--- src/rtl/pb_loader_pkg.sv ---
// pb_loader_pkg -- shared types and constants for the PicoBlaze code loader.
//
// Contents:
//   pb_loader_state_e : loader FSM state encoding
//   SYNC_BYTE_DEF     : default frame start marker
//   ADDR_W / DATA_W   : code RAM address and instruction widths
//   CODE_DEPTH        : code RAM depth in words
//   MAX_WORDS / CNT_W : largest legal word count and the counter width that holds it
//   B0_* / INSTR_*    : bit positions of the fields carried in word byte 0
//   count_legal()     : word-count range check
package pb_loader_pkg;

  localparam int ADDR_W     = 10;
  localparam int DATA_W     = 18;
  localparam int CODE_DEPTH = 1024;
  localparam int MAX_WORDS  = CODE_DEPTH;
  localparam int CNT_W      = 11;

  localparam logic [7:0] SYNC_BYTE_DEF = 8'h5A;

  // Byte 0 of a word: [1:0] carry instr[17:16], [7:2] are reserved and must be 0.
  localparam int B0_RSVD_MSB  = 7;
  localparam int B0_RSVD_LSB  = 2;
  localparam int B0_INSTR_MSB = 1;
  localparam int INSTR_HI_LSB = 16;

  typedef enum logic [3:0] {
    ST_HOLD,
    ST_IDLE,
    ST_ADDR_H,
    ST_ADDR_L,
    ST_CNT_H,
    ST_CNT_L,
    ST_W0,
    ST_W1,
    ST_W2,
    ST_WRITE,
    ST_CHK,
    ST_FAIL
  } pb_loader_state_e;

  // A frame must carry between 1 and MAX_WORDS words.
  function automatic logic count_legal(input logic [15:0] cnt);
    return (cnt != 16'd0) && (cnt <= 16'(MAX_WORDS));
  endfunction

endpackage

--- src/rtl/pb_loader_timeout.sv ---
// pb_loader_timeout -- inter-byte watchdog for the code loader.
//
// A down-counter reloaded with TIMEOUT_CYCLES whenever clear_i is high and
// decremented on every enabled cycle. expired_o rises once TIMEOUT_CYCLES
// enabled cycles have elapsed since the last clear, so the idle gap that
// first aborts a frame is TIMEOUT_CYCLES+1 cycles long.
//
// Ports:
//   clk_i      : clock
//   rst_ni     : asynchronous active-low reset
//   clear_i    : reload the counter (byte handshake, or not in a timed state)
//   en_i       : count this cycle
//   expired_o  : budget exhausted while enabled
module pb_loader_timeout #(
  parameter int TIMEOUT_CYCLES = 65535
) (
  input  logic clk_i,
  input  logic rst_ni,
  input  logic clear_i,
  input  logic en_i,
  output logic expired_o
);

  localparam int CW = $clog2(TIMEOUT_CYCLES + 1);
  localparam logic [CW-1:0] LOAD_VAL = CW'(TIMEOUT_CYCLES);

  logic [CW-1:0] cnt_q, cnt_d;

  always_comb begin
    cnt_d = cnt_q;
    if (clear_i) begin
      cnt_d = LOAD_VAL;
    end else if (en_i && (cnt_q != '0)) begin
      cnt_d = cnt_q - CW'(1);
    end
  end

  always_ff @(posedge clk_i or negedge rst_ni) begin
    if (!rst_ni) begin
      cnt_q <= LOAD_VAL;
    end else begin
      cnt_q <= cnt_d;
    end
  end

  assign expired_o = en_i && (cnt_q == '0);

endmodule

--- src/rtl/pb_code_loader.sv ---
// pb_code_loader -- drives the LOAD (port B) side of the PicoBlaze code RAM.
//
// Receives a framed byte stream (SYNC, ADDR_H, ADDR_L, CNT_H, CNT_L, then
// CNT words of 3 bytes), assembles 18-bit instructions and writes them to
// consecutive code addresses while holding the KCPSM3 in reset.
//
// Build option: define PB_LOADER_CHECKSUM_EN to require a trailing CHK byte;
// the 8-bit sum of every byte from ADDR_H through CHK must then be 8'h00.
//
// Handshake: a byte is transferred on a rising CLK edge where RX_VALID and
// RX_READY are both high; RX_READY depends only on the FSM state, never on
// RX_VALID, and RX_DATA is only looked at in a handshake cycle.
//
// Ports:
//   CLK, RST_N        : clock (also the RAM LOAD_CLK), async active-low reset
//   RX_DATA/VALID/READY : host byte stream
//   LOAD_ADDRESS/INSTRUCTION/WE : code RAM write port
//   PB_RESET          : KCPSM3 reset, active high
//   BUSY, DONE, ERROR : frame in progress / load completed pulse / sticky error
//   WORDS_WRITTEN     : words written in the current or last frame
//   DBG_STATE         : current FSM state
module pb_code_loader
  import pb_loader_pkg::*;
#(
  parameter logic [7:0] SYNC_BYTE      = SYNC_BYTE_DEF,
  parameter int         HOLD_CYCLES    = 16,
  parameter int         TIMEOUT_CYCLES = 65535
) (
  input  logic                CLK,
  input  logic                RST_N,
  input  logic [7:0]          RX_DATA,
  input  logic                RX_VALID,
  output logic                RX_READY,
  output logic [ADDR_W-1:0]   LOAD_ADDRESS,
  output logic [DATA_W-1:0]   LOAD_INSTRUCTION,
  output logic                LOAD_WE,
  output logic                PB_RESET,
  output logic                BUSY,
  output logic                DONE,
  output logic                ERROR,
  output logic [CNT_W-1:0]    WORDS_WRITTEN,
  output pb_loader_state_e    DBG_STATE
);

  localparam int HOLD_W = (HOLD_CYCLES > 1) ? $clog2(HOLD_CYCLES) : 1;
  localparam logic [HOLD_W-1:0] HOLD_LAST = HOLD_W'(HOLD_CYCLES - 1);

  pb_loader_state_e    state_q, state_d;
  logic [HOLD_W-1:0]   hold_cnt_q, hold_cnt_d;
  logic [ADDR_W-1:0]   addr_q, addr_d;
  logic [DATA_W-1:0]   instr_q, instr_d;
  logic [7:0]          cnt_hi_q, cnt_hi_d;
  logic [CNT_W-1:0]    rem_q, rem_d;
  logic [CNT_W-1:0]    words_q, words_d;
  logic                error_q, error_d;
  logic                done_q, done_d;
`ifdef PB_LOADER_CHECKSUM_EN
  logic [7:0]          sum_q, sum_d;
`endif

  logic                hs;
  logic                timed;
  logic                to_expired;
  logic [15:0]         cnt_full;

  assign hs       = RX_VALID && RX_READY;
  assign cnt_full = {cnt_hi_q, RX_DATA};

  // The watchdog only runs between bytes of a frame; any other state keeps it reloaded.
  assign timed = (state_q == ST_ADDR_H) || (state_q == ST_ADDR_L) ||
                 (state_q == ST_CNT_H)  || (state_q == ST_CNT_L)  ||
                 (state_q == ST_W0)     || (state_q == ST_W1)     ||
                 (state_q == ST_W2)     || (state_q == ST_CHK);

  pb_loader_timeout #(
    .TIMEOUT_CYCLES(TIMEOUT_CYCLES)
  ) u_timeout (
    .clk_i    (CLK),
    .rst_ni   (RST_N),
    .clear_i  (hs || !timed),
    .en_i     (timed),
    .expired_o(to_expired)
  );

  always_comb begin
    state_d    = state_q;
    hold_cnt_d = hold_cnt_q;
    addr_d     = addr_q;
    instr_d    = instr_q;
    cnt_hi_d   = cnt_hi_q;
    rem_d      = rem_q;
    words_d    = words_q;
    error_d    = error_q;
    done_d     = 1'b0;
`ifdef PB_LOADER_CHECKSUM_EN
    sum_d      = sum_q;
`endif
    RX_READY   = 1'b0;
    LOAD_WE    = 1'b0;
    BUSY       = 1'b0;
    PB_RESET   = 1'b1;

    case (state_q)
      ST_HOLD: begin
        hold_cnt_d = hold_cnt_q + HOLD_W'(1);
        if (hold_cnt_q == HOLD_LAST) begin
          hold_cnt_d = '0;
          state_d    = ST_IDLE;
        end
      end
      ST_IDLE: begin
        RX_READY = 1'b1;
        // After a failed frame the CPU stays in reset until a good load.
        PB_RESET = error_q;
        if (hs && (RX_DATA == SYNC_BYTE)) begin
          state_d = ST_ADDR_H;
          error_d = 1'b0;
          words_d = '0;
`ifdef PB_LOADER_CHECKSUM_EN
          sum_d   = 8'h00;
`endif
        end
      end
      ST_ADDR_H: begin
        RX_READY = 1'b1;
        BUSY     = 1'b1;
        if (hs) begin
          addr_d  = {RX_DATA[1:0], addr_q[7:0]};
          state_d = ST_ADDR_L;
        end else if (to_expired) begin
          state_d = ST_FAIL;
        end
      end
      ST_ADDR_L: begin
        RX_READY = 1'b1;
        BUSY     = 1'b1;
        if (hs) begin
          addr_d  = {addr_q[9:8], RX_DATA};
          state_d = ST_CNT_H;
        end else if (to_expired) begin
          state_d = ST_FAIL;
        end
      end
      ST_CNT_H: begin
        RX_READY = 1'b1;
        BUSY     = 1'b1;
        if (hs) begin
          cnt_hi_d = RX_DATA;
          state_d  = ST_CNT_L;
        end else if (to_expired) begin
          state_d = ST_FAIL;
        end
      end
      ST_CNT_L: begin
        RX_READY = 1'b1;
        BUSY     = 1'b1;
        if (hs) begin
          if (count_legal(cnt_full)) begin
            rem_d   = cnt_full[CNT_W-1:0];
            state_d = ST_W0;
          end else begin
            state_d = ST_FAIL;
          end
        end else if (to_expired) begin
          state_d = ST_FAIL;
        end
      end
      ST_W0: begin
        RX_READY = 1'b1;
        BUSY     = 1'b1;
        if (hs) begin
          if (RX_DATA[B0_RSVD_MSB:B0_RSVD_LSB] != '0) begin
            state_d = ST_FAIL;
          end else begin
            instr_d = {RX_DATA[B0_INSTR_MSB:0], instr_q[INSTR_HI_LSB-1:0]};
            state_d = ST_W1;
          end
        end else if (to_expired) begin
          state_d = ST_FAIL;
        end
      end
      ST_W1: begin
        RX_READY = 1'b1;
        BUSY     = 1'b1;
        if (hs) begin
          instr_d = {instr_q[17:16], RX_DATA, instr_q[7:0]};
          state_d = ST_W2;
        end else if (to_expired) begin
          state_d = ST_FAIL;
        end
      end
      ST_W2: begin
        RX_READY = 1'b1;
        BUSY     = 1'b1;
        if (hs) begin
          instr_d = {instr_q[17:8], RX_DATA};
          state_d = ST_WRITE;
        end else if (to_expired) begin
          state_d = ST_FAIL;
        end
      end
      ST_WRITE: begin
        BUSY    = 1'b1;
        LOAD_WE = 1'b1;
        // Address is a 10-bit counter, so 1023 rolls over to 0 naturally.
        addr_d  = addr_q + ADDR_W'(1);
        words_d = words_q + CNT_W'(1);
        rem_d   = rem_q - CNT_W'(1);
        if (rem_q == CNT_W'(1)) begin
`ifdef PB_LOADER_CHECKSUM_EN
          state_d = ST_CHK;
`else
          state_d = ST_HOLD;
          done_d  = 1'b1;
`endif
        end else begin
          state_d = ST_W0;
        end
      end
`ifdef PB_LOADER_CHECKSUM_EN
      ST_CHK: begin
        RX_READY = 1'b1;
        BUSY     = 1'b1;
        if (hs) begin
          if ((sum_q + RX_DATA) == 8'h00) begin
            state_d = ST_HOLD;
            done_d  = 1'b1;
          end else begin
            state_d = ST_FAIL;
          end
        end else if (to_expired) begin
          state_d = ST_FAIL;
        end
      end
`endif
      ST_FAIL: begin
        state_d = ST_IDLE;
      end
      default: begin
        state_d = ST_HOLD;
      end
    endcase

`ifdef PB_LOADER_CHECKSUM_EN
    // Running sum over every frame byte after SYNC (the CHK byte itself is
    // checked above against sum_q + RX_DATA).
    if (hs && timed) begin
      sum_d = sum_q + RX_DATA;
    end
`endif

    // ERROR is visible from the FAIL cycle onward.
    if (state_d == ST_FAIL) begin
      error_d = 1'b1;
    end
  end

  always_ff @(posedge CLK or negedge RST_N) begin
    if (!RST_N) begin
      state_q    <= ST_HOLD;
      hold_cnt_q <= '0;
      addr_q     <= '0;
      instr_q    <= '0;
      cnt_hi_q   <= '0;
      rem_q      <= '0;
      words_q    <= '0;
      error_q    <= 1'b0;
      done_q     <= 1'b0;
`ifdef PB_LOADER_CHECKSUM_EN
      sum_q      <= 8'h00;
`endif
    end else begin
      state_q    <= state_d;
      hold_cnt_q <= hold_cnt_d;
      addr_q     <= addr_d;
      instr_q    <= instr_d;
      cnt_hi_q   <= cnt_hi_d;
      rem_q      <= rem_d;
      words_q    <= words_d;
      error_q    <= error_d;
      done_q     <= done_d;
`ifdef PB_LOADER_CHECKSUM_EN
      sum_q      <= sum_d;
`endif
    end
  end

  assign LOAD_ADDRESS     = addr_q;
  assign LOAD_INSTRUCTION = instr_q;
  assign DONE             = done_q;
  assign ERROR            = error_q;
  assign WORDS_WRITTEN    = words_q;
  assign DBG_STATE        = state_q;

endmodule
--- config.mk ---
export PLATFORM = sky130hd
export DESIGN_NAME = pb_code_loader
export DESIGN_NICKNAME = d
export VERILOG_FILES = /design/src/rtl/pb_loader_pkg.sv /design/src/rtl/pb_loader_timeout.sv /design/src/rtl/pb_code_loader.sv
export SDC_FILE = /design/constraint.sdc
export NUM_CORES = 1
export LEC_CHECK = 0
export BUFFER_PORTS_ARGS = -buffer_cell sky130_fd_sc_hd__buf_2
export CAP_MARGIN = 10
export CORE_ASPECT_RATIO = 0.7
export CORE_MARGIN = 5
export CORE_UTILIZATION = 40
export DETAILED_ROUTE_END_ITERATION = 16
export MAX_ROUTING_LAYER = met4
export RECOVER_POWER = 25
export REMOVE_ABC_BUFFERS = 1
export SETUP_SLACK_MARGIN = 0.5
export SLEW_MARGIN = 20
export SYNTH_ARGS = -nofsm -noshare
export SYNTH_HDL_FRONTEND = slang
export SYNTH_SLANG_ARGS = --single-unit
--- constraint.sdc ---
create_clock -name CLK -period 2.4 [get_ports CLK]
set_clock_uncertainty 0.05 [all_clocks]
set_input_delay 0.12 -clock CLK [delete_from_list [all_inputs] [get_ports CLK]]
set_output_delay 0.12 -clock CLK [all_outputs]
set_load 0.05 [all_outputs]
==> results of run 1 <==
==> power breakdown <==
part           internal [W]  switching [W]
clock              0.000805       0.000581
combinational       0.00143        0.00250
sequential          0.00189       0.000466
==> how the worst max path moves through the flow <==
| stage | endpoint | slack, ns |
|---|---|---|
| after floorplan | WORDS_WRITTEN[8]$_DFFE_PN0P_ | -1.25 |
| after global placement | rem_q[5]$_DFFE_PN0P_ | 0.15 |
| after detailed placement | rem_q[8]$_DFFE_PN0P_ | 0.12 |
| after CTS | rem_q[8]$_DFFE_PN0P_ | 0.27 |
| after global routing | rem_q[8]$_DFFE_PN0P_ | 0.17 |
| final | rem_q[8]$_DFFE_PN0P_ | 0.25 |
==> layer usage <==
metal	part of all wire	routed length, um	track usage
met5	0	0	-
met4	0.012	146	0.0524
met3	0.056	706	0.0331
met2	0.44	5580	0.274
met1	0.49	6150	0.295
==> state kept, by name, indices dropped and copies added, names as in the netlist <==
name	cells
rem_q	11
DBG_STATE	4
u_timeout.cnt_q	16
LOAD_ADDRESS	10
WORDS_WRITTEN	11
cnt_hi_q	8
ERROR	1
LOAD_INSTRUCTION	18
hold_cnt_q	4
DONE	1
==> through the flow <==
stage	instance area [um2]	total power [W]	hold slack (ns)	setup WS [ns]
final	5960	0.00767	0.0686	0.253
after global routing	5960	0.00810	0.0845	0.169
after CTS	5750	0.00739	0.0595	0.269
after detailed placement	4980	0.00554	0.117	0.119
after global placement	4980	0.00550	0.120	0.148
after floorplan	4260	0.00457	-0.226	-1.25
==> Yosys cell counts (5+ instances only) <==
library cell	number
sky130_fd_sc_hd__nor4_1	10
sky130_fd_sc_hd__nand2b_1	5
sky130_fd_sc_hd__a21oi_1	22
sky130_fd_sc_hd__nor3_1	16
sky130_fd_sc_hd__clkbuf_1	13
sky130_fd_sc_hd__xnor2_1	7
sky130_fd_sc_hd__o31ai_1	6
sky130_fd_sc_hd__and3_1	8
sky130_fd_sc_hd__dfrtp_1	68
sky130_fd_sc_hd__o21ai_0	33
sky130_fd_sc_hd__or3_1	9
sky130_fd_sc_hd__nand4_1	7
sky130_fd_sc_hd__nand3_1	20
sky130_fd_sc_hd__nand2_1	71
sky130_fd_sc_hd__a221o_1	5
sky130_fd_sc_hd__a31oi_1	8
sky130_fd_sc_hd__inv_1	7
sky130_fd_sc_hd__mux2_2	26
sky130_fd_sc_hd__ha_1	6
sky130_fd_sc_hd__dfstp_2	16
sky130_fd_sc_hd__o211ai_1	9
sky130_fd_sc_hd__nor2_1	32
==> timing repair <==
action | CTS | global route
gates resized for setup | 72 | 36
hold endpoints to repair | 38 | 0
buffers inserted | 21 | 8
setup endpoints to repair | 49 | 61
cloned | 1 | 2
hold buffers | 1 | 0
pin swaps | 21 | 12
==> cell usage in the layout (no fill, tap or decap), types with 6 or more instances in the layout <==
cell	instances
sky130_fd_sc_hd__and3_1	6
sky130_fd_sc_hd__or3_1	7
sky130_fd_sc_hd__nor2_1	28
sky130_fd_sc_hd__xnor2_1	7
sky130_fd_sc_hd__dfrtp_1	66
sky130_fd_sc_hd__o21ai_0	26
sky130_fd_sc_hd__nor3_1	12
sky130_fd_sc_hd__mux2_2	24
sky130_fd_sc_hd__a31oi_1	7
sky130_fd_sc_hd__nand2_1	65
sky130_fd_sc_hd__o21ai_1	6
sky130_fd_sc_hd__o211ai_1	9
sky130_fd_sc_hd__nand4_1	7
sky130_fd_sc_hd__nand3_1	15
sky130_fd_sc_hd__buf_6	16
sky130_fd_sc_hd__dfstp_2	16
sky130_fd_sc_hd__a21oi_1	19
sky130_fd_sc_hd__buf_2	53
sky130_fd_sc_hd__clkbuf_16	10
sky130_fd_sc_hd__buf_4	45
sky130_fd_sc_hd__nor4_1	6
==> area by class of cell <==
class	count	area, um2
clock buffers	10	229
clock inverters	6	65.1
fillers	910	4510
inverters	8	30.0
multi-input cells	344	2440
flip-flops and latches	84	2120
well taps	132	165
repair buffers	124	903
==> cells by family after synthesis <==
family | Yosys count | synth area share
AOI/OAI and AO/OA | 104 | 0.153
buffers and inverters | 28 | 0.0282
xor gates and xnor gates | 10 | 0.0201
and+or+nand+nor | 198 | 0.227
muxes | 26 | 0.0672
DFF | 84 | 0.487
adders and majority gates | 6 | 0.0172
==> critical path, delay by kind of cell (launching register included) <==
kind | cells | cell delay [ns]
AO/OA/AOI/OAI | 1 | 0.09
flip-flops | 1 | 0.40
buffers and inverters | 1 | 0.11
adder cells (fa/ha/maj) | 1 | 0.15
AND/OR/NAND/NOR | 4 | 1.24
==> impl_summary.log, run 1 <==
INFO  metric status = complete, no violations
INFO  metric unrepaired_setup_endpoints_after_global_routing = yes
INFO  metric timing.rr.end = rem_q[8]$_DFFE_PN0P_
INFO  metric power.ir.vdd_worst = 778 uV
INFO  metric die_height = 97.3 um
INFO  metric crit_arrival = 2.32 ns
INFO  metric area_share_of_the_leading_cell_type_in_the_synthesized_netlist = 0.391
INFO  metric worst_slew_margin_relative_to_its_limit = 0.241
INFO  metric first_global_vias = 3857
INFO  metric max_stage_delay_on_crit_path = 0.46 ns
INFO  metric floorplan.io_pins = 60
INFO  metric crit_path_start_kind = flip-flop
INFO  metric remaining_drc_errors = 0
INFO  metric layout.cells.non_filler = 708
INFO  metric die_footprint = 13100 um2
INFO  metric clock-root-buffer = sky130_fd_sc_hd__clkbuf_16
INFO  metric clock_sink_count = 84
INFO  metric via_count = 4090
INFO  metric min_to = rem_q[6]$_DFFE_PN0P_
INFO  metric h-tree-depth = 3
INFO  metric clock_tree_from_tritoncts = yes
INFO  metric reg2reg_from = rem_q[1]$_DFFE_PN0P_
INFO  metric numPlacedInstances = 659
INFO  metric startpoint = rem_q[1]$_DFFE_PN0P_
INFO  metric netlist-cell-type-count = 57
INFO  metric finalMaxSlewViolations = 0
INFO  metric grt_first_pass_wirelength = 20.5 mm
INFO  metric final_layout_size_suffix_gt1_frac = 0.410
INFO  metric drt_pre_antenna_iters = 6
INFO  metric hold_violations = 0
INFO  metric max_slew.worst_pin.slew = 1.14 ns
INFO  metric fp.dieW = 135 um
INFO  metric clock_tree.buffer_depth = 2
INFO  metric dominant_register_cell_in_the_synthesized_netlist = sky130_fd_sc_hd__dfrtp_1
INFO  metric clkSlewWorstSetupHoldPaths = 0.06 ns
INFO  metric post_drt_via_cell_ratio = 5.78
INFO  metric detailedRoute.firstIterationViolations = 387
INFO  metric r2r_slack = 0.25 ns
INFO  metric power_density_of_the_placed_cells = 1290 nW/um2
INFO  metric yosysWarnings = 0
INFO  metric gp_congestion = 0.872
INFO  metric hold_path_startpoint = RX_DATA[6]
INFO  metric final_net_count = 588
INFO  metric synth.cell_area = 4350 um2
INFO  metric synth-seq-cells = 84
INFO  metric tns = 0 ns
INFO  metric placement.io_buffers = 59
INFO  metric critPathKind = flip-flop to flip-flop
INFO  metric cell_taking_the_most_area_after_synthesis = sky130_fd_sc_hd__dfrtp_1
INFO  metric worst_hold_path.num_cells = 3
INFO  metric initial_utilization = 0.416
INFO  metric setup_viol_count_final = 0
INFO  metric core_area = 10500 um2
INFO  metric postLayoutCoreUtil = 0.569
INFO  metric worstSetupEndpointType = flip-flop
INFO  metric synth_seq_area_share = 0.487
INFO  metric leakagePower = 2.59 nW
INFO  metric final_period_minus_worst_setup_slack = 2.15 ns
INFO  metric initial_antenna_violation_count = 0
INFO  metric post-dp-hpwl = 8.08 mm
INFO  metric path_cells = inv_2 > ha_4 > or4b_4 > or3_4 > or3_4 > nand3_1 > o211ai_1
INFO  metric critical_path.max_fanout = 3
INFO  metric cts-buffers-inserted = 9
INFO  metric area_delta_synth_final = 36.9%
INFO  metric max-cap-violations = 0
INFO  metric period_share = 0.895
INFO  metric avgRoutedWirePerCell = 17.8 um
INFO  metric grt_start_max_net_pins = 47
INFO  metric syn-instance-count = 456
INFO  metric syn-mean-instance-area = 9.55 um2
INFO  metric synth_edf_count = 0
INFO  metric total_global_route_track_usage = 0.197
INFO  metric post_drt_antenna_nets = 0
INFO  metric cp_common_cell = sky130_fd_sc_hd__or3_4
INFO  metric min-delay-path-class = input port to flip-flop
INFO  metric netlist_top_cells_area = sky130_fd_sc_hd__dfrtp_1 39%, sky130_fd_sc_hd__dfstp_2 9.7%, sky130_fd_sc_hd__mux2_2 6.7%
INFO  metric grt_overflow_total = 0
INFO  metric synth_async_sr_flop_share = 1.00
INFO  metric clock_latency = 0.34 ns
INFO  metric core.rowCount = 31
INFO  metric required = 2.57 ns
INFO  metric maxClockFrequency = 466 MHz
INFO  metric antenna_cells_inserted = 0
INFO  metric cpMaxStageDelayCell = sky130_fd_sc_hd__or4b_4
INFO  metric drt-total-wl = 12.6 mm
INFO  metric worstRegToRegCells = 7
Power figures use the tool's default switching activity.
==> run 2, diff against run 1 <==
clock period = 2.8 ns   (was 2.4 ns; I/O delays follow)
==> impl_summary.log, run 2 (synthesis gave the netlist of run 1 again) <==
INFO  metric routed.top_layer = met4
INFO  metric max_slew.worst_pin.slew = 0.793 ns
INFO  metric numPlacedInstances = 644
INFO  metric worstSetupEndpointType = flip-flop
INFO  metric setup_viol_count_final = 0
INFO  metric post_drt_via_cell_ratio = 5.66
INFO  metric core_area = 10500 um2
INFO  metric clock_tree.buffer_depth = 2
INFO  metric gp_congestion = 0.887
INFO  metric remaining_drc_errors = 0
INFO  metric placement.io_buffers = 59
INFO  metric initial_utilization = 0.416
INFO  metric floorplan.io_pins = 60
INFO  metric detailedRoute.firstIterationViolations = 304
INFO  metric layout.cells.non_filler = 663
INFO  metric critPathKind = flip-flop to flip-flop
INFO  metric min-delay-path-class = input port to flip-flop
INFO  metric power.share.combinational = 0.462
INFO  metric postLayoutCoreUtil = 0.498
INFO  metric reg2reg_from = cnt_hi_q[0]$_DFFE_PN0P_
INFO  metric power.clock.fraction = 0.197
INFO  metric crit_arrival = 2.47 ns
INFO  metric die_height = 97.3 um
INFO  metric cts-buffers-inserted = 9
INFO  metric grt_first_pass_wirelength = 18.5 mm
INFO  metric final_period_minus_worst_setup_slack = 2.30 ns
INFO  metric crit_path_start_kind = flip-flop
INFO  metric total_global_route_track_usage = 0.179
INFO  metric timing.rr.end = rem_q[3]$_DFFE_PN0P_
INFO  metric drt_pre_antenna_iters = 5
INFO  metric routed-wl-met2 = 4.79 mm
INFO  metric leakagePower = 2.25 nW
INFO  metric die_footprint = 13100 um2
INFO  metric clkSlewWorstSetupHoldPaths = 0.06 ns
INFO  metric antenna_cells_inserted = 0
INFO  metric internal-power = 0.00315 W
INFO  metric clock_tree_from_tritoncts = yes
INFO  metric worst_slew_margin_relative_to_its_limit = 0.466
INFO  metric maxClockFrequency = 434 MHz
INFO  metric regArea = 2120 um2
INFO  metric grt_start_max_net_pins = 85
INFO  metric unrepaired_setup_endpoints_after_global_routing = yes
INFO  metric clock_latency = 0.33 ns
INFO  metric r2r_slack = 0.50 ns
INFO  metric final_net_count = 543
INFO  metric drt-total-wl = 11.3 mm
INFO  metric hold_violations = 0
INFO  metric most-common-layout-cells = 70 x sky130_fd_sc_hd__nand2_1, 66 x sky130_fd_sc_hd__dfrtp_1, 56 x sky130_fd_sc_hd__buf_2
INFO  metric core.rowCount = 31
INFO  metric required = 2.97 ns
INFO  metric number_of_flip_flops_in_the_largest_register = 18
INFO  metric max-cap-violations = 0
INFO  metric post_drt_antenna_nets = 0
INFO  metric seq_power_share = 0.341
INFO  metric clock_sink_count = 84
INFO  metric routed-wl-met3 = 613 um
INFO  metric final.fill_count = 1006
INFO  metric min_to = LOAD_ADDRESS[6]$_DFFE_PN0P_
INFO  metric multi_input_gate_area = 2160 um2
INFO  metric hold_path_startpoint = RX_DATA[6]
INFO  metric most_common_cell_after_layout_fill_and_taps_aside = sky130_fd_sc_hd__nand2_1
INFO  metric critical_path.max_fanout = 11
INFO  metric first_global_vias = 3578
INFO  metric grt_overflow_total = 0
INFO  metric net-switching-power = 0.00279 W
INFO  metric via_count = 3753
INFO  metric finalMaxSlewViolations = 0
INFO  metric fp.dieW = 135 um
INFO  metric h-tree-depth = 3
INFO  metric period_share = 0.823
INFO  metric power_density_of_the_placed_cells = 1140 nW/um2
INFO  metric clock-root-buffer = sky130_fd_sc_hd__clkbuf_16
INFO  metric worst_hold_path.num_cells = 3
INFO  metric final_layout_size_suffix_gt1_frac = 0.279
INFO  metric worstRegToRegCells = 6
INFO  metric wirelength_met1 = 5.81 mm
INFO  metric power.ir.vdd_worst = 751 uV
INFO  metric post-dp-hpwl = 7.95 mm
INFO  metric status = complete, no violations
INFO  metric swShare = 0.469
INFO  metric avgRoutedWirePerCell = 17.0 um
INFO  metric initial_antenna_violation_count = 0
INFO  metric area_delta_synth_final = 19.8%
run 2: changes by cell type in the layout (fill, tap and decap cells not counted), moves of 4 or more:
cell,delta
sky130_fd_sc_hd__buf_4,-26
sky130_fd_sc_hd__buf_6,-15
sky130_fd_sc_hd__o21ai_0,+7
sky130_fd_sc_hd__o21ai_1,-6
sky130_fd_sc_hd__nand2_1,+5
sky130_fd_sc_hd__nand2_2,-4
sky130_fd_sc_hd__nand3_1,+4
sky130_fd_sc_hd__nor2_1,+4
sky130_fd_sc_hd__nor3_1,+4
sky130_fd_sc_hd__nor4_1,+4
run 2: how the worst max path moves through the flow:
stage                                        from                      endpoint  slack (ns)
after floorplan            DBG_STATE[2]$_DFF_PN0_  WORDS_WRITTEN[8]$_DFFE_PN0P_       -0.85
after global placement                 RX_DATA[0]          rem_q[3]$_DFFE_PN0P_        0.44
after detailed placement   DBG_STATE[2]$_DFF_PN0_          rem_q[3]$_DFFE_PN0P_        0.36
after CTS                 cnt_hi_q[0]$_DFFE_PN0P_          rem_q[3]$_DFFE_PN0P_        0.45
after global routing      cnt_hi_q[0]$_DFFE_PN0P_          rem_q[3]$_DFFE_PN0P_        0.39
final                     cnt_hi_q[0]$_DFFE_PN0P_          rem_q[3]$_DFFE_PN0P_        0.50
run 2: worst max-delay path: stages, from the launching register on:
cell and delay (ns):
sky130_fd_sc_hd__dfrtp_1 0.39, sky130_fd_sc_hd__or4_4 0.48, sky130_fd_sc_hd__o31a_1 0.29, sky130_fd_sc_hd__nor4_4 0.34, sky130_fd_sc_hd__and2_4 0.28, sky130_fd_sc_hd__o21ai_2 0.06, sky130_fd_sc_hd__a221o_1 0.29
run 2: repair_timing:
| item | CTS | global route |
|---|---|---|
| pin swaps | 1 | 1 |
| setup buffers | 1 | 1 |
| endpoints found under the hold margin | 18 | 0 |
| gates resized for setup | 4 | 10 |
| endpoints found under the setup margin | 12 | 19 |
| hold buffers | 1 | 0 |
run 2: per-layer routing:
layer  up-vias  GRT usage
li1       1811          -
met1      1831      0.273
met2       104      0.245
met3         7     0.0388
met4         0     0.0329
met5         -          -
run 2: power groups by stage:
stage               sequential, W  combinational [W]  clock [W]
CTS                       0.00201            0.00270    0.00121
global placement          0.00201            0.00267          0
global route              0.00210            0.00296    0.00125
finish                    0.00203            0.00274    0.00117
floorplan                 0.00281            0.00111          0
detailed placement        0.00203            0.00268          0
run 2: stage by stage:
| stage | instance area (um2) | setup WS (ns) | TNS [ns] | total power, W | hold WS, ns |
|---|---|---|---|---|---|
| 5_1_grt | 5220 | 0.392 | 0 | 0.00631 | 0.0797 |
| 2_1_floorplan | 4260 | -0.847 | -16.47 | 0.00392 | -0.206 |
| 4_1_cts | 5160 | 0.453 | 0 | 0.00592 | 0.0761 |
| 6_report | 5220 | 0.497 | 0 | 0.00594 | 0.0921 |
| 3_5_place_dp | 4850 | 0.361 | 0 | 0.00471 | 0.359 |
| 3_3_place_gp | 4850 | 0.438 | 0 | 0.00468 | 0.359 |
run 2: final cells by class:
class                   count  share of cell area
clock buffers              12              0.0453
clock inverters             4              0.0101
inverters                   8             0.00600
multi-input cells         344               0.413
flip-flops and latches     84               0.407
well taps                 132              0.0317
repair buffers             79              0.0866
==> run 3, diff against run 2 <==
clock period = 2.1 ns   (was 2.8 ns; I/O delays follow)
==> impl_summary.log, run 3 (synthesis gave the netlist of run 1 again) <==
INFO  metric critical_path.max_fanout = 8
INFO  metric worst_hold_path.num_cells = 4
INFO  metric clock_tree_from_tritoncts = yes
INFO  metric crit_arrival = 2.40 ns
INFO  metric final_net_count = 653
INFO  metric initial_utilization = 0.416
INFO  metric max_slew.worst_pin.slew = 0.944 ns
INFO  metric unrepaired_setup_endpoints_after_global_routing = yes
INFO  metric min-delay-path-class = input port to flip-flop
INFO  metric max-cap-violations = 0
INFO  metric post_drt_via_cell_ratio = 6.02
INFO  metric h-tree-depth = 3
INFO  metric postLayoutCoreUtil = 0.692
INFO  metric clock_tree.buffer_depth = 2
INFO  metric routed.top_layer = met4
INFO  metric crit_cells = 7
INFO  metric cell_type_group_with_the_largest_total_delay_on_the_critical_path = simple AND/OR/NAND/NOR gates
INFO  metric grt_start_max_net_pins = 49
INFO  metric remaining_drc_errors = 0
INFO  metric most-common-layout-cells = 67 x sky130_fd_sc_hd__dfrtp_1, 65 x sky130_fd_sc_hd__buf_4, 56 x sky130_fd_sc_hd__nand2_1
INFO  metric clock-root-buffer = sky130_fd_sc_hd__clkbuf_16
INFO  metric max_stage_delay_on_crit_path = 0.49 ns
INFO  metric avgRoutedWirePerCell = 21.4 um
INFO  metric die_height = 97.3 um
INFO  metric antenna_cells_inserted = 0
INFO  metric final_period_minus_worst_setup_slack = 2.23 ns
INFO  metric period_share = 1.06
INFO  metric worstSetupEndpointType = flip-flop
INFO  metric wirelength_met1 = 6.98 mm
INFO  metric clock_latency = 0.35 ns
INFO  metric leakagePower = 3.21 nW
INFO  metric path_cells = or4_4 > o31a_1 > nor4_4 > buf_4 > nand2_8 > buf_8 > o211a_1
INFO  metric setup_viol_count_final = 22
INFO  metric worst_slew_margin_relative_to_its_limit = 0.366
INFO  metric drt-total-wl = 16.5 mm
INFO  metric via_count = 4650
INFO  metric post-dp-hpwl = 8.68 mm
INFO  metric layout.cells.non_filler = 773
INFO  metric critical_path.n_buffers_inverters = 2
INFO  metric setup_ws = -0.127 ns
INFO  metric final_layout_size_suffix_gt1_frac = 0.571
INFO  metric power.ir.vdd_worst = 988 uV
INFO  metric final.fill_count = 681
INFO  metric detailedRoute.firstIterationViolations = 362
INFO  metric area_delta_synth_final = 66.6%
INFO  metric grt_overflow_total = 0
INFO  metric post_drt_antenna_nets = 0
INFO  metric power_density_of_the_placed_cells = 1460 nW/um2
INFO  metric clock_sink_count = 84
INFO  metric worstRegToRegCells = 7
INFO  metric required = 2.28 ns
INFO  metric cts-buffers-inserted = 9
INFO  metric crit_path_start_kind = flip-flop
INFO  metric core.rowCount = 31
INFO  metric routed-wl-met2 = 7.86 mm
INFO  metric critPathKind = flip-flop to flip-flop
INFO  metric worst_hold_margin = 0.105 ns
INFO  metric most_common_cell_after_layout_fill_and_taps_aside = sky130_fd_sc_hd__dfrtp_1
INFO  metric number_of_flip_flops_in_the_largest_register = 18
INFO  metric core_area = 10500 um2
INFO  metric gp_congestion = 0.950
INFO  metric first_global_vias = 4363
INFO  metric routed-wl-met3 = 1.11 mm
INFO  metric initial_antenna_violation_count = 0
INFO  metric total_global_route_track_usage = 0.227
INFO  metric floorplan.io_pins = 60
INFO  metric fp.dieW = 135 um
INFO  metric violated_checks = setup timing
INFO  metric maxClockFrequency = 449 MHz
INFO  metric numPlacedInstances = 687
INFO  metric clkSlewWorstSetupHoldPaths = 0.07 ns
INFO  metric die_footprint = 13100 um2
INFO  metric status = finished, violations left
INFO  metric finalMaxSlewViolations = 0
INFO  metric dpl_worst_slack = -0.248 ns
INFO  metric cpMaxStageDelayCell = sky130_fd_sc_hd__or4_4
INFO  metric hold_violations = 0
INFO  metric grt_first_pass_wirelength = 23.3 mm
INFO  metric drt_pre_antenna_iters = 6
INFO  metric placement.io_buffers = 59
run 3: changes by cell type in the layout (fill, tap and decap cells not counted), sizes merged:
cell	delta
inv	+1
clkinvlp	+2
buf	+109
clkbuf	-2
run 3: path summary, 6_finish.rpt:
check                      slack, ns                              end                           from
hold / removal                  0.11             rem_q[7]$_DFFE_PN0P_                     RX_DATA[7]
max in group asynchronous       0.35             rem_q[8]$_DFFE_PN0P_                          RST_N
min in group asynchronous       0.37  LOAD_INSTRUCTION[8]$_DFFE_PN0P_                          RST_N
setup reg to reg               -0.13             rem_q[5]$_DFFE_PN0P_        cnt_hi_q[0]$_DFFE_PN0P_
setup / recovery               -0.13             rem_q[5]$_DFFE_PN0P_        cnt_hi_q[0]$_DFFE_PN0P_
hold reg to reg                 0.45    WORDS_WRITTEN[10]$_DFFE_PN0P_  WORDS_WRITTEN[10]$_DFFE_PN0P_
run 3: worst min-delay path: cells and delay by family:
kind | cells | cell delay (ns)
AOI/OAI and AO/OA | 1 | 0.07
buffers and inverters | 2 | 0.24
and+or+nand+nor | 1 | 0.05
run 3: per-layer routing:
layer | up-vias | global-route usage
li1 | 2036 | -
met1 | 2324 | 0.319
met2 | 234 | 0.337
met3 | 56 | 0.0471
met4 | 0 | 0.0532
met5 | - | -
run 3: layout make-up:
cell class / instances / area (um2) / area share
multi-input cells: 344 / 2990 / 0.412
flip-flops and latches: 84 / 2120 / 0.293
repair buffers: 189 / 1630 / 0.225
clock buffers: 9 / 225 / 0.0311
well taps: 132 / 165 / 0.0228
clock inverters: 7 / 76.3 / 0.0105
inverters: 8 / 42.5 / 0.00587
run 3: report_power, final:
group | switching, W | internal (W)
clock network | 0.000699 | 0.000928
logic | 0.00356 | 0.00264
registers | 0.000621 | 0.00216
run 3: metrics by stage:
stage | total power (W) | TNS (ns) | cell area [um2]
2_1_floorplan | 0.00523 | -46.43 | 4260
3_3_place_gp | 0.00652 | -0.997 | 5190
3_5_place_dp | 0.00659 | -1.89 | 5190
4_1_cts | 0.00951 | -0.0655 | 6610
5_1_grt | 0.0110 | -2.76 | 7250
6_report | 0.0106 | -1.00 | 7250
run 3: timing repair:
| item | in CTS | in global routing |
|---|---|---|
| setup buffers | 34 | 30 |
| endpoints found under the setup margin | 84 | 85 |
| gates resized for setup | 204 | 100 |
| hold endpoints to repair | 26 | 0 |
| cloned | 4 | 1 |
| pin swaps | 65 | 50 |
| hold buffers | 1 | 0 |
